==> config.mk <==
export PLATFORM = sky130hd
export DESIGN_NAME = deck_dealer
export DESIGN_NICKNAME = d
export VERILOG_FILES = /design/src/rtl/deck_dealer.sv
export SDC_FILE = /design/constraint.sdc
export NUM_CORES = 1
export LEC_CHECK = 0
export BUFFER_PORTS_ARGS = -buffer_cell sky130_fd_sc_hd__buf_2
export CORE_MARGIN = 2
export CORE_UTILIZATION = 30
export DETAILED_ROUTE_END_ITERATION = 8
export GPL_ROUTABILITY_DRIVEN = 0
export PLACE_DENSITY = 0.4
export SLEW_MARGIN = 10
export SYNTH_ARGS = -nofsm -noshare
export SYNTH_HDL_FRONTEND = slang
export SYNTH_SLANG_ARGS = --single-unit
==> constraint.sdc <==
create_clock -name clk -period 7.3 [get_ports clk]
set_input_delay 0.365 -clock clk [delete_from_list [all_inputs] [get_ports clk]]
set_output_delay 0.365 -clock clk [all_outputs]
set_load 0.005 [all_outputs]
==> src/rtl/deck_dealer.sv <==
// Captures a shuffled 52-card stream, rejecting out-of-range/duplicate codes, then deals one card per request.
// Deal latency 1 cycle; no backpressure, dealReq is honoured every cycle while READY and ignored otherwise.
module deck_dealer #(
  parameter int DECK_SIZE = 52,
  parameter int CARD_W    = 6
) (
  input  logic              clk,
  input  logic              rst,
  input  logic              loadFlag,
  input  logic [CARD_W-1:0] card,
  input  logic              newDeck,
  input  logic              dealReq,
  output logic [CARD_W-1:0] dealtCard,
  output logic [3:0]        dealtRank,
  output logic [3:0]        dealtPoints,
  output logic              dealValid,
  output logic              deckReady,
  output logic              deckEmpty,
  output logic [5:0]        cardCount,
  output logic              loadErr
);

  typedef enum logic [1:0] {LOAD, READY, EMPTY} state_t;

  localparam logic [CARD_W-1:0] LAST_IDX = CARD_W'(DECK_SIZE - 1);

  state_t                state_q, state_d;
  logic [CARD_W-1:0]     wr_ptr_q, wr_ptr_d;
  logic [CARD_W-1:0]     rd_ptr_q, rd_ptr_d;
  logic [DECK_SIZE-1:0]  seen_q, seen_d;
  logic                  load_err_q, load_err_d;
  logic [CARD_W-1:0]     dealt_card_q, dealt_card_d;
  logic [3:0]            dealt_rank_q, dealt_rank_d;
  logic [3:0]            dealt_points_q, dealt_points_d;
  logic                  deal_valid_q, deal_valid_d;
  logic                  deck_ready_q, deck_ready_d;
  logic                  deck_empty_q, deck_empty_d;
  logic [CARD_W-1:0]     mem_q [DECK_SIZE];
  logic                  mem_we;
  logic                  card_ok;
  logic [CARD_W-1:0]     deal_code;

  // Code % 13 by at most one subtraction of a multiple of 13; rank is 1-based.
  function automatic logic [3:0] rank_of(input logic [CARD_W-1:0] c);
    logic [CARD_W-1:0] r;
    r = c;
    if (r >= CARD_W'(39))      r = r - CARD_W'(39);
    else if (r >= CARD_W'(26)) r = r - CARD_W'(26);
    else if (r >= CARD_W'(13)) r = r - CARD_W'(13);
    return 4'(r) + 4'd1;
  endfunction

  assign card_ok   = (card <= LAST_IDX) && !seen_q[card];
  assign deal_code = mem_q[rd_ptr_q];

  always_comb begin
    state_d        = state_q;
    wr_ptr_d       = wr_ptr_q;
    rd_ptr_d       = rd_ptr_q;
    seen_d         = seen_q;
    load_err_d     = load_err_q;
    dealt_card_d   = dealt_card_q;
    dealt_rank_d   = dealt_rank_q;
    dealt_points_d = dealt_points_q;
    deal_valid_d   = 1'b0;
    deck_ready_d   = deck_ready_q;
    deck_empty_d   = deck_empty_q;
    mem_we         = 1'b0;
    if (newDeck) begin
      state_d      = LOAD;
      wr_ptr_d     = '0;
      rd_ptr_d     = '0;
      seen_d       = '0;
      load_err_d   = 1'b0;
      deck_ready_d = 1'b0;
      deck_empty_d = 1'b0;
    end else begin
      case (state_q)
        LOAD: begin
          if (loadFlag) begin
            if (card_ok) begin
              mem_we       = 1'b1;
              seen_d[card] = 1'b1;
              wr_ptr_d     = wr_ptr_q + CARD_W'(1);
              if (wr_ptr_q == LAST_IDX) begin
                state_d      = READY;
                deck_ready_d = 1'b1;
              end
            end else begin
              load_err_d = 1'b1;
            end
          end
        end
        READY: begin
          if (dealReq) begin
            dealt_card_d   = deal_code;
            dealt_rank_d   = rank_of(deal_code);
            dealt_points_d = (rank_of(deal_code) > 4'd10) ? 4'd10 : rank_of(deal_code);
            deal_valid_d   = 1'b1;
            rd_ptr_d       = rd_ptr_q + CARD_W'(1);
            if (rd_ptr_q == LAST_IDX) begin
              state_d      = EMPTY;
              deck_ready_d = 1'b0;
              deck_empty_d = 1'b1;
            end
          end
        end
        default: ;
      endcase
    end
  end

  always_ff @(posedge clk or negedge rst) begin
    if (!rst) begin
      state_q        <= LOAD;
      wr_ptr_q       <= '0;
      rd_ptr_q       <= '0;
      seen_q         <= '0;
      load_err_q     <= 1'b0;
      dealt_card_q   <= '0;
      dealt_rank_q   <= '0;
      dealt_points_q <= '0;
      deal_valid_q   <= 1'b0;
      deck_ready_q   <= 1'b0;
      deck_empty_q   <= 1'b0;
    end else begin
      state_q        <= state_d;
      wr_ptr_q       <= wr_ptr_d;
      rd_ptr_q       <= rd_ptr_d;
      seen_q         <= seen_d;
      load_err_q     <= load_err_d;
      dealt_card_q   <= dealt_card_d;
      dealt_rank_q   <= dealt_rank_d;
      dealt_points_q <= dealt_points_d;
      deal_valid_q   <= deal_valid_d;
      deck_ready_q   <= deck_ready_d;
      deck_empty_q   <= deck_empty_d;
    end
  end

  // Deck contents are only meaningful behind wrPtr, so the store needs no reset.
  always_ff @(posedge clk) begin
    if (mem_we) mem_q[wr_ptr_q] <= card;
  end

  assign dealtCard   = dealt_card_q;
  assign dealtRank   = dealt_rank_q;
  assign dealtPoints = dealt_points_q;
  assign dealValid   = deal_valid_q;
  assign deckReady   = deck_ready_q;
  assign deckEmpty   = deck_empty_q;
  assign cardCount   = 6'(wr_ptr_q - rd_ptr_q);
  assign loadErr     = load_err_q;

endmodule

==> impl_metrics.toml, run 1 <==
[status]
outcome = "finished clean"

[clock_tree]
clock-sinks = 395
cts_resized = 0
cts_buffer_depth = 3
cts-root-buf = "clkbuf_16"
holdBufCountCts = 1
htreeDepth = 2
post_cts_buffers = 0
numCtsBuffers = 46
clock_latency_ps = 570
clkTransAtPathRegs_ps = 60
tritoncts = "done"

[route]
routed-via-count = 9541
drcViolationCount = 0
wl_mm = 47.5
wl_per_cell_um = 24.8
drtIter0Drc = 724
ant_nets = 0
via_per_inst = 4.98
dr.pass1.iters = 7

[critical_path]
rr_startpoint = "rd_ptr_q[0]"
reg2reg_slack_ps = 1980
critPathRequiredTime_ps = 7760
crit_type = "reg -> reg"
cp.arrival_ps = 5780
rr_worst_depth = 16
crit_fanout = 41
cp-start-kind = "flop"
worstSetupStartpoint = "rd_ptr_q[0]"
r2r-end = "dealtPoints[2]"
endpoint_kind = "flop"
worstSetupEndpoint = "dealtPoints[2]"

[sta]
setup_viol = 0
hold_viol = 0
finalSetupTns_ps = 0
max_slew_margin = 0.306
finClkSkew_ps = 22.6
tightest_slew_ps = 1030
rsz0062_at_grt = "false"
finalMaxSlewViolations = 0
finalCritPeriodShare = 0.729
fmax_ghz = 0.188
hold-worst-slack_ps = 233
fin_crit_ps = 5320

[pwr]
power_density_nw_per_um2 = 250
combinationalPowerShare = 0.032
pwr-share-clk = 0.461
peakVddDrop_v = 0.000144
sequentialPowerShare = 0.507
p_sw_w = 0.00104
p_sw_frac = 0.216
cellLeakagePower_nw = 6.60
power.internal_w = 0.00378

[final_layout]
syn2layout_area_growth_pct = 13.4
drive_above_1_share = 0.194
fin_nets = 1153
instances_no_fill = 1917

[placement]
port_buffers = 34
placed_cells = 1832
hpwl_mm = 30.0

[floorplanning]
io_pins = 35
dieWidth_um = 242
dieHeight_um = 242
coreArea_um2 = 56300
start_util = 0.302
die-area_um2 = 58700
rows = 87

[grt]
grt_pass1_wl_mm = 70.0
grt_pass1_vias = 9943
overflow = 0
antenna_found_initial = 3
grt_max_degree = 72
grtUsageTotal = 0.163

[yosys]
synthXorXnorAreaFrac = 0.00919
netlist_instances = 1084
synth_edf_count = 312
seq_area_frac_synth = 0.673
synthMuxAreaShare = 0.120
synth.net_count = 1112
synth-compound-area-share = 0.0739
synth-adder-area-share = 0.0129
avgSynthCellArea_um2 = 15.7
syn_area_um2 = 17000
yosysWarningCount = 0
synth_top_family_by_area = "multiplexers"
synthFlopType = "edfxtp_1"
ys_ff_latch = 395
async_flop_share = 0.210
ys_types = 95
synth_simple_gate_area_share = 0.0800

[job]
cap_violations = 0

[worst_hold_path]
hold_depth = 4
hold_class = "in -> reg"
[flip-flops by register name, indices dropped and copies added (netlist names)]
register,count
rd_ptr_q,6
dealtRank,4
mem_q,312
dealtCard,6
seen_q,52
dealtPoints,4
deckEmpty,1
loadErr,1
state_q,2
wr_ptr_q,6
dealValid,1
[cells in the mapped netlist (15+ instances only)]
cell type,count,area [µm²]
nor2_1,144,541
edfxtp_1,312,9370
mux2i_1,26,260
inv_1,21,78.8
clkbuf_1,24,90.1
dfrtp_1,83,2080
a21oi_1,68,340
o21ai_0,17,85.1
ha_1,16,200
mux2_2,15,169
nand2_1,48,180
mux4_2,55,1240
[kinds of logic (layout without fill, tap and decap cells)]
group                      count (synthesis)  after routing
AOI/OAI and AO/OA                        179            179
other                                      0              1
xor gates and xnor gates                  17             17
muxes                                    110            110
buffers and inverters                     87            163
adders and majority gates                 17             17
and+or+nand+nor                          279            279
DFF                                      395            395
[cell type report]
type | count | area [µm²]
flip-flops and latches | 395 | 11500
clock buffers | 65 | 1250
diodes | 1 | 2.50
well taps | 756 | 946
multi-input cells | 602 | 5030
clock inverters | 18 | 178
fillers | 5442 | 37000
inverters | 24 | 90.1
repair buffers | 56 | 353
[placed cells by master (no fill, tap or decap), types with 10 or more instances in the layout]
cell type and n:
mux2i_1 26, ha_1 16, o21ai_0 17, mux4_2 55, nand2_1 48, buf_2 33
mux4_1 14, clkbuf_16 46, and3_1 10, edfxtp_1 312, clkbuf_1 16, inv_1 21
dfrtp_1 81, nand3_1 14, buf_4 21, xnor2_1 12, mux2_2 15, nor2_1 144
a22oi_1 12, a21oi_1 68
[worst min path at each step]
stage | start | end | slack [ps]
floorplan | rst | dealValid | 70
global placement | rst | seen_q[6] | 330
detailed placement | rst | seen_q[3] | 330
CTS | loadFlag | loadErr | 210
global route | dealReq | rd_ptr_q[1] | 260
finish | loadFlag | loadErr | 230
[critical path, cell delays in order (launching register included)]
cell      delay, ps
dfrtp_4         970
buf_12          370
mux4_1          620
mux2_2          280
a221o_1         330
and3_4          220
inv_1           200
ha_1            210
nand2b_1         90
a311oi_2        400
mux2_2          380
o311a_1         360
inv_1            80
ha_1            190
xor2_2          220
nor4_1           90
a21o_1          170
[power groups by stage]
| stage | Sequential, W | Clock, W | Combinational, W |
|---|---|---|---|
| after floorplan | 0.00249 | 0 | 0.0000752 |
| after global placement | 0.00249 | 0 | 0.000160 |
| after detailed placement | 0.00249 | 0 | 0.000160 |
| after CTS | 0.00244 | 0.00228 | 0.000161 |
| after global routing | 0.00244 | 0.00237 | 0.000172 |
| final | 0.00244 | 0.00222 | 0.000156 |
[per-layer routing]
layer	wire, µm	global-route usage	vias up
li1	-	-	4278
met1	21400	0.220	5001
met2	22800	0.266	195
met3	2140	0.0286	67
met4	1190	0.0507	0
met5	0	0	-
[metrics by stage]
step	worst slack (ps)	instance area (µm²)	power, W	utilization
floorplan	3170	17000	0.00256	-
global placement	1820	17900	0.00265	0.317
detailed placement	1650	17900	0.00265	0.317
CTS	1890	19300	0.00489	0.343
global route	1630	19300	0.00499	0.343
finish	1980	19300	0.00482	0.343
Note: power is estimated with default switching activity, not from simulation.
==> run 2, diff against run 1 <==
- clock period: 7.3 -> 5 ns (I/O delays scaled with it)
==> impl_metrics.toml, run 2 (synthesis results as in run 1) <==
[sta]
hold_viol = 0
rsz0062_at_grt = "false"
finalSetupTns_ps = 0
fin_crit_ps = 4690
finalMaxSlewViolations = 0
worst_slack_ps = 307
hold-worst-slack_ps = 73.6
finClkSkew_ps = 36.3
finalCritPeriodShare = 0.939
setup_viol = 0
fmax_ghz = 0.213
max_slew_margin = 0.512
tightest_slew_ps = 732

[final_layout]
largest_register_ffs = 312
fin_nets = 1239
final_common_cell = "edfxtp_1"
top_regs = "mem_q (312), seen_q (52)"
drive_above_1_share = 0.250
syn2layout_area_growth_pct = 17.7
final_area_um2 = 20000
layout_common_cells = "312 x edfxtp_1, 144 x nor2_1, 105 x buf_4, 81 x dfrtp_1, 68 x a21oi_1"
largest-register = "mem_q"
fill_cells = 5437

[placement]
port_buffers = 34
postPlaceCellArea_um2 = 18500
place_ws_ps = 91.9
hpwl_mm = 32.4

[grt]
grt_pass1_wl_mm = 72.2
grtUsageTotal = 0.166
grt_max_degree = 63
antenna_found_initial = 5
grt_pass1_vias = 10200
overflow = 0

[route]
wl_mm = 48.4
dr.pass1.iters = 5
drcViolationCount = 0
via_per_inst = 4.96
routed-via-count = 9936
ant_nets = 0
drtIter0Drc = 660
wl_per_cell_um = 24.1

[pwr]
power_density_nw_per_um2 = 357
peakVddDrop_v = 0.000232
cellLeakagePower_nw = 7.09
total_power_w = 0.00714

[clock_tree]
tritoncts = "done"
clock_latency_ps = 580
post_cts_buffers = 0
clkTransAtPathRegs_ps = 60
cts_buffer_depth = 3
cts-root-buf = "clkbuf_16"
htreeDepth = 2
numCtsBuffers = 45
clock-sinks = 395

[floorplanning]
dieWidth_um = 242
die-area_um2 = 58700
coreArea_um2 = 56300
start_util = 0.302
rows = 87
io_pins = 35
dieHeight_um = 242

[critical_path]
crit_type = "reg -> reg"
path_common_cell = "buf_4"
cp.arrival_ps = 5200
crit_fanout = 18
path_cells = "buf_4 > mux4_2 > a2111oi_1 > buf_4 > o32a_1 > nor2_2 > a311oi_2 > mux2_2 > o311a_1 > inv_1 > ha_1 > xor2_2 > nor4_1 > a21o_1"
cp-start-kind = "flop"
cp_slowest_stage_delay_ps = 700
cp_slowest_cell = "a2111oi_1"
critPathRequiredTime_ps = 5510
endpoint_kind = "flop"

[job]
cap_violations = 0

[worst_hold_path]
hold_class = "in -> reg"

[status]
outcome = "finished clean"
[run 2: cell count changes in the layout (fill, tap and decap cells not counted), sizes merged]
cell,before,now
diode,1,2
bufinv,3,6
buf,55,141
clkinv,14,16
clkinvlp,1,2
clkbuf,65,58
dlygate4sd3,1,2
[run 2: worst max-delay path, delay by kind of cell, from the launching register on]
family | cells | cell delay [ps]
flops | 1 | 660
fa+ha+maj | 1 | 190
xor+xnor | 1 | 100
buf+inv | 3 | 620
compound gates | 5 | 1670
simple gates | 2 | 440
mux | 2 | 930
[run 2: metal layers]
layer	part of all wire	track usage	wire, µm	vias to the layer above
met5	0	0	0	-
met4	0.023	0.0490	1110	0
met3	0.036	0.0249	1740	73
met2	0.48	0.271	23400	184
met1	0.46	0.230	22200	5214
li1	-	-	-	4465
[run 2: power breakdown]
part	internal [W]	total [W]	switching, W
clock network	0.00200	0.00334	0.00134
registers	0.00356	0.00356	0.00000596
logic	0.0000677	0.000240	0.000172
total	0.00562	0.00714	0.00152
[run 2: path summary, 6_finish.rpt]
path	start	endpoint	slack, ps	cells after the start
setup / recovery	rd_ptr_q[0]	dealtPoints[2]	310	14
hold / removal	card[4]	mem_q[21][4]	70	1
setup reg to reg	rd_ptr_q[0]	dealtPoints[2]	310	14
hold reg to reg	dealtCard[3]	dealtCard[3]	480	2
max in group asynchronous	rst	seen_q[39]	3820	3
min in group asynchronous	rst	seen_q[28]	270	2
[run 2: final cells by class]
type                            count  area [µm²]  share of cell area
Antenna cell                        2        5.00            0.000250
Clock buffer                       58        1200              0.0597
Clock inverter                     24         279              0.0139
Inverter                           24        90.1             0.00450
Multi-Input combinational cell    602        5030               0.251
Sequential cell                   395       11500               0.572
Tap cell                          756         946              0.0472
Timing Repair Buffer              143        1030              0.0516
[run 2: timing repair]
item / CTS / global route
hold buffers: 2 / 0
setup endpoints to repair: 0 / 3
gates resized for setup: 0 / 1
hold endpoints to repair: 53 / 0
[run 2: through the flow]
stage | std cells | util
4_1_cts | 2002 | 0.356
2_1_floorplan | 1084 | -
6_report | 2004 | 0.356
5_1_grt | 2002 | 0.356
3_5_place_dp | 1918 | 0.329
3_3_place_gp | 1918 | 0.329
==> run 3, diff against run 2 <==
- PLACE_DENSITY: 0.4 -> 0.49
==> impl_metrics.toml, run 3 (synthesis results as in run 1) <==
[grt]
grt_busiest_layer = "met2"
grt_util_met2 = 0.243
grtUsageMet1 = 0.210
antenna_found_initial = 4
grt_max_degree = 72
grt_pass1_vias = 10100
overflow = 0
grt_pass1_wl_mm = 66.8
grtUsageTotal = 0.151
met3_usage = 0.0276

[critical_path]
critPathRequiredTime_ps = 5430
crit_type = "reg -> reg"
cp_slowest_cell = "dfrtp_1"
reg2reg_slack_ps = 370
cp.arrival_ps = 5060
cp-start-kind = "flop"
cpLargestDelayFamily = "compound AO/OA/AOI/OAI gates"
cp_slowest_stage_delay_ps = 750
path_cells = "inv_2 > o311a_2 > o311ai_1 > and3_4 > inv_1 > ha_1 > nand2b_1 > a311oi_2 > mux2_2 > o311a_1 > o31a_2 > nor2_1 > a21oi_1"
endpoint_kind = "flop"
crit_buf_inv = 2
crit_fanout = 11

[clock_tree]
cts_resized = 0
clock-sinks = 395
cts-root-buf = "clkbuf_16"
clkTransAtPathRegs_ps = 60
htreeDepth = 2
tritoncts = "done"
numCtsBuffers = 44
clock_latency_ps = 570
cts_buffer_depth = 3

[route]
via_per_inst = 4.95
ant_nets = 0
wl_mm = 44.5
drtIter0Drc = 746
routed-via-count = 9814
dr.pass1.iters = 5
drcViolationCount = 0
wl_per_cell_um = 22.5

[final_layout]
largest-register = "mem_q"
top_regs = "mem_q (312), seen_q (52)"
final_common_cell = "edfxtp_1"
syn2layout_area_growth_pct = 16.7
drive_above_1_share = 0.239
fin_nets = 1219
largest_register_ffs = 312
layout_common_cells = "312 x edfxtp_1, 144 x nor2_1, 86 x buf_4, 81 x dfrtp_1, 68 x a21oi_1"

[sta]
fmax_ghz = 0.216
fin_crit_ps = 4630
rsz0062_at_grt = "false"
tightest_slew_ps = 1010
finalMaxSlewViolations = 0
max_slew_margin = 0.324
finClkSkew_ps = 18.6
finalCritPeriodShare = 0.926
hold-worst-slack_ps = 123
hold_viol = 0
setup_viol = 0
finalSetupTns_ps = 0

[pwr]
cellLeakagePower_nw = 6.97
peakVddDrop_v = 0.000207
power_density_nw_per_um2 = 354

[job]
cap_violations = 0

[floorplanning]
start_util = 0.302
io_pins = 35
coreArea_um2 = 56300
dieHeight_um = 242
dieWidth_um = 242
die-area_um2 = 58700
rows = 87

[placement]
hpwl_mm = 29.6
port_buffers = 34

[status]
outcome = "finished clean"

[worst_hold_path]
hold_class = "in -> reg"
[run 3: cell types whose count changed in the layout (fill, tap and decap cells not counted)]
| cell | before | now |
|---|---|---|
| buf_4 | 105 | 86 |
| clkbuf_8 | 0 | 3 |
| a2111oi_0 | 3 | 4 |
| a2111oi_1 | 1 | 0 |
| buf_16 | 0 | 1 |
| bufinv_16 | 6 | 5 |
| clkbuf_1 | 12 | 11 |
| clkbuf_16 | 46 | 45 |
| clkinv_1 | 6 | 5 |
| clkinv_2 | 9 | 8 |
| clkinv_8 | 1 | 0 |
| clkinvlp_4 | 2 | 1 |
| dlygate4sd3_1 | 2 | 1 |
[run 3: final cells by class]
cell class | count | area [µm²]
inverter | 24 | 90.1
clock inverter | 19 | 216
clock buffer | 59 | 1210
fill | 5395 | 36400
tap | 756 | 946
timing repair buffer | 124 | 908
antenna | 2 | 5.00
multi-input combinational | 602 | 5030
sequential | 395 | 11500
[run 3: layer usage]
metal	vias up	wire (µm)
li1	4403	-
met1	5086	19800
met2	255	21300
met3	70	2340
met4	0	1090
met5	-	0
[run 3: stage by stage]
stage               setup slack, ps  power (W)   util  std cells  cell area, µm²
floorplan                       870    0.00374      -       1084           17000
global placement                311    0.00386  0.327       1899           18400
detailed placement              348    0.00386  0.327       1899           18400
CTS                             315    0.00710  0.352       1978           19800
global route                    146    0.00725  0.353       1979           19900
finish                          368    0.00702  0.353       1981           19900
[run 3: worst paths after layout]
kind / startpoint / end / cells past startpoint
max reg2reg: rd_ptr_q[3] / dealtRank[3] / 13
max: rd_ptr_q[3] / dealtRank[3] / 13
min: dealReq / rd_ptr_q[1] / 4
min in group asynchronous: rst / seen_q[17] / 2
min reg2reg: dealtCard[0] / dealtCard[0] / 2
max in group asynchronous: rst / rd_ptr_q[0] / 3
[run 3: worst min-delay path, stage by stage]
cell and delay, ps:
buf_2 100, nand2_1 70, o21ai_0 160, a21oi_1 70
[run 3: report_power, final]
group          internal (W)  total (W)  switching [W]  leakage, nW
combinational     0.0000626   0.000222       0.000160         2.32
sequential          0.00356    0.00356     0.00000604         3.96
clock               0.00195    0.00324        0.00129        0.699
[run 3: timing repair]
action,CTS,global route
endpoints found under the setup margin,0,1
setup buffers,0,1
hold endpoints to repair,47,0
hold buffers,1,0
